**config.mk**
```make
export PLATFORM = sky130hd
export DESIGN_NAME = pipe_stage_reg
export DESIGN_NICKNAME = d
export VERILOG_FILES = /design/src/rtl/pipe_stage_reg.sv
export SDC_FILE = /design/constraint.sdc
export NUM_CORES = 1
export LEC_CHECK = 0
export ABC_AREA = 1
export BUFFER_PORTS_ARGS = -buffer_cell sky130_fd_sc_hd__clkbuf_2
export CAP_MARGIN = 5
export CELL_PAD_IN_SITES_DETAIL_PLACEMENT = 2
export CELL_PAD_IN_SITES_GLOBAL_PLACEMENT = 2
export CORE_MARGIN = 1
export CORE_UTILIZATION = 27
export CTS_CLUSTER_DIAMETER = 100
export DETAILED_ROUTE_END_ITERATION = 10
export PLACE_DENSITY_LB_ADDON = 0.25
export SLEW_MARGIN = 10
export SYNTH_ARGS = -nofsm -noshare
export SYNTH_HDL_FRONTEND = slang
export SYNTH_SLANG_ARGS = --single-unit
```
**constraint.sdc**
```tcl
create_clock -name clk -period 1.8 [get_ports clk]
set_clock_uncertainty 0.15 [all_clocks]
set_input_delay 0.45 -clock clk [delete_from_list [all_inputs] [get_ports clk]]
set_output_delay 0.45 -clock clk [all_outputs]
set_load 0.03 [all_outputs]
```
**src/rtl/pipe_stage_reg.sv**
```systemverilog
// ============================================================================
// Module      : pipe_stage_reg
// Description : Inter-stage pipeline register with stall/flush control,
//               deferred flush, NOP bubble injection and saturating counters.
// Revision    : 1.0 - initial release
// ============================================================================
`default_nettype none

module pipe_stage_reg #(
    parameter int          WIDTH      = 32,
    parameter int          LANES      = 3,
    parameter logic [31:0] NOP_VALUE  = 32'h00000013,
    parameter int          FLUSH_PRIO = 0,
    parameter int          CNT_W      = 16
) (
    input  logic                   clk,
    input  logic                   rst,
    input  logic                   stall,
    input  logic                   flush,
    input  logic                   cnt_clr,
    input  logic                   valid_in,
    input  logic [LANES*WIDTH-1:0] din,
    output logic                   valid_out,
    output logic [LANES*WIDTH-1:0] dout,
    output logic                   flush_pending,
    output logic                   killed,
    output logic [CNT_W-1:0]       stall_cnt,
    output logic [CNT_W-1:0]       flush_cnt
);

    localparam logic [WIDTH-1:0]       NOP_W   = WIDTH'(NOP_VALUE);
    localparam logic [LANES*WIDTH-1:0] BUBBLE  = (LANES*WIDTH)'(NOP_W);
    localparam logic [CNT_W-1:0]       CNT_MAX = '1;

    logic fl_eff;
    logic do_flush;
    logic do_load;
    logic set_pending;

    assign fl_eff = flush | flush_pending;

    // Exactly one of HOLD / FLUSH / LOAD per edge; HOLD is the residual case.
    generate
        if (FLUSH_PRIO != 0) begin : g_flush_first
            assign do_flush    = fl_eff;
            assign do_load     = ~fl_eff & ~stall;
            assign set_pending = 1'b0;
        end else begin : g_stall_first
            assign do_flush    = ~stall & fl_eff;
            assign do_load     = ~stall & ~fl_eff;
            assign set_pending = stall & flush;
        end
    endgenerate

    always_ff @(posedge clk or negedge rst) begin
        if (!rst) begin
            dout          <= '0;
            valid_out     <= 1'b0;
            flush_pending <= 1'b0;
            killed        <= 1'b0;
        end else begin
            killed <= 1'b0;
            if (do_flush) begin
                dout          <= BUBBLE;
                valid_out     <= 1'b0;
                flush_pending <= 1'b0;
                killed        <= valid_out;
            end else if (do_load) begin
                dout      <= din;
                valid_out <= valid_in;
            end else if (set_pending) begin
                flush_pending <= 1'b1;
            end
        end
    end

    // A same-edge clear wins over any increment.
    always_ff @(posedge clk or negedge rst) begin
        if (!rst) begin
            stall_cnt <= '0;
            flush_cnt <= '0;
        end else if (cnt_clr) begin
            stall_cnt <= '0;
            flush_cnt <= '0;
        end else begin
            if (stall && valid_out && (stall_cnt != CNT_MAX))
                stall_cnt <= stall_cnt + CNT_W'(1);
            if (do_flush && valid_out && (flush_cnt != CNT_MAX))
                flush_cnt <= flush_cnt + CNT_W'(1);
        end
    end

endmodule

`default_nettype wire

```
==> results.ini <==
[detailed_routing]
first_pass_iters=4
avgViaCountPerCell=4.70
vias=6087
drtIter0Drc=201
drc_errors=0
finalWirelength_um=22600
postRouteAntennaNets=0
wl_per_cell_um=17.5

[cts]
clock_sinks=131
cts_max_path_buffers=2
h-tree-depth=4
clockRootBuffer=clkbuf_16
cts_buffers=17
cts_tree=built
clk_pin_slew_ns=0.07
clk_latency_ns=0.42

[worst_setup_path]
critPathLaunchType=register
r2r_cells=9
criticalPathCategory=register to output pin
end_kind=output pin
cp_max_fo=4
slowest_delay_ns=0.39
crit_path_cell_trace=buf_4 -> clkbuf_2
cpMaxStageDelayCell=dfrtp_1
worst_ep_arrival_time_ns=1.16
cp.required_ns=1.20

[synthesis]
netlist_instances=746
netlist_area_um2=6060
synthesis.nets=850
ys_seq_elements=131
synthDistinctLibCells=30
ys_warn_count=0
ys_seq_area_share_pct=54.1
postSynthAreaPerCell_um2=8.12

[global_route]
grt.total_usage_pct=20.3
grt_start_max_net_pins=58
antenna_found_initial=0
grt_pass1_vias=6707
overflow=0
grt_pass1_wl_um=37100

[place]
placed_cell_area_um2=7810
io_buffer_count=232
place.gp.congestion=0.772
dpl.hpwl_um=16600

[timing]
relSlewSlack_pct=60.5
clock.fmax_mhz=569
setup_viol=0
tns_ns=0
worst_pin_slew_ns=0.592
timing.hold.ws_ns=0.0979
fin_crit_sh_pct=97.6
drv_slew=0
fin_crit_ns=1.76
hold_violations=0
rsz0062_at_grt=false

[power_and_ir_drop]
power.density_nw_per_um2=972
p_leak_nw=4.77
combinationalPowerShare_pct=13.5
internal_power_mw=5.92
pwr-share-seq_pct=38.7
sw_frac_of_total_pct=28.4
switchingPower_mw=2.35
power_frac_clock_pct=47.8
ir_drop_uv=437

[die]
fp.dieW_um=152
dieHeight_um=152
start_util_pct=27.7
die_area_um2=23100
rows=54
coreArea_um2=21900
pin_count=233

[layout]
layout_commonest_cell=nand2_1
final_cell_mix=nand2_1, clkbuf_2, nand3_1, dfrtp_1, nor2_1
drive_above_1_share_pct=33.3
design_area_um2=8510
area_delta_synth_final_pct=40.4
antennaDiodeCount=0
nNetsFinal=1107

[status]
status=complete, no violations

[hold_path]
hp-class=input port to register
hold-path-cell-count=3

[run]
maxCapViolations=0

==> power by group through the flow <==
stage | clock, mW | combinational, mW | sequential (mW)
after floorplan | 0 | 0.285 | 3.57
after global placement | 0 | 1.12 | 3.24
after detailed placement | 0 | 1.14 | 3.25
after CTS | 4.04 | 1.15 | 3.20
after global routing | 4.17 | 1.22 | 3.22
final | 3.95 | 1.12 | 3.20
==> flip-flops by register name, summed over array words and instances, names as in the netlist <==
signal / flops
dout: 96
stall_cnt: 16
killed: 1
valid_out: 1
flush_pending: 1
flush_cnt: 16
==> cell families (layout without fill, tap and decap cells) <==
| group | after synthesis | count (layout) | synth area share [%] |
|---|---|---|---|
| buffers and inverters | 72 | 342 | 5.10 |
| XOR/XNOR | 11 | 11 | 1.59 |
| flip-flops | 131 | 131 | 54.1 |
| AND/OR/NAND/NOR | 513 | 513 | 37.3 |
| AO/OA/AOI/OAI | 17 | 17 | 1.51 |
| adder cells (fa/ha/maj) | 2 | 2 | 0.413 |
==> critical path, delay by kind of cell (launching register included) <==
family / cells / cell delay, ns
flip-flops: 1 / 0.39
buffers and inverters: 2 / 0.35
==> worst paths after layout <==
kind | startpoint | slack (ns) | to
max in group asynchronous | rst | 0.63 | dout[28]
worst max-delay path | flush_cnt[12] | 0.04 | flush_cnt[12]
min in group asynchronous | rst | 0.36 | flush_cnt[13]
worst max register to register | flush_cnt[0] | 0.12 | flush_cnt[12]
worst min-delay path | din[81] | 0.1 | dout[81]
worst min register to register | dout[14] | 0.33 | dout[14]
==> per-stage QoR <==
step / worst slack (ns) / util [%] / instances / power [mW]
floorplan: 0.0381 / - / 746 / 3.85
global placement: 0.125 / 35.7 / 1261 / 4.37
detailed placement: 0.119 / 35.7 / 1261 / 4.39
CTS: 0.0122 / 38.7 / 1295 / 8.39
global route: 0.0000913 / 38.9 / 1296 / 8.61
finish: 0.0440 / 38.9 / 1296 / 8.27
==> synthesized netlist by cell type, drive strengths merged <==
| cell type | instances | area, µm² |
|---|---|---|
| xnor2 | 1 | 8.76 |
| nor3 | 1 | 16.3 |
| a21oi | 7 | 35.0 |
| nand2 | 308 | 1170 |
| buf | 14 | 83.8 |
| and2 | 1 | 6.26 |
| nand4 | 8 | 56.3 |
| clkbuf | 22 | 82.6 |
| dfrtp | 131 | 3280 |
| xor2 | 10 | 87.6 |
| o21bai | 1 | 7.51 |
| inv | 36 | 143 |
| nand3b | 1 | 7.51 |
| ha | 2 | 25.0 |
| nand3 | 139 | 701 |
| o21ai | 9 | 48.8 |
| nor2 | 55 | 305 |
==> layout make-up <==
type                            instances  area [µm²]
Tap cell                              280         350
Multi-Input combinational cell        543        2480
Fill cell                            2572       13400
Sequential cell                       131        3290
Clock inverter                         14         225
Clock buffer                           18         429
Timing Repair Buffer                  274        1590
Inverter                               36         143
==> layer usage <==
metal | part of all wire (%) | vias up | global-route usage (%) | routed length, µm
met5 | 0 | - | 0 | 0
met4 | 1.3 | 0 | 5.14 | 295
met3 | 6.2 | 20 | 6.53 | 1410
met2 | 50 | 148 | 35.0 | 11400
met1 | 42 | 3036 | 24.4 | 9550
li1 | - | 2883 | - | -
==> repair_timing <==
item                                   CTS  global route
pin swaps                                0             0
endpoints found under the hold margin   25             0
cloned                                   0             0
buffers inserted                         1             1
hold buffers                             1             0
gates resized for setup                  1            12
setup endpoints to repair                1            12
Note: power is estimated with default switching activity, not from simulation.
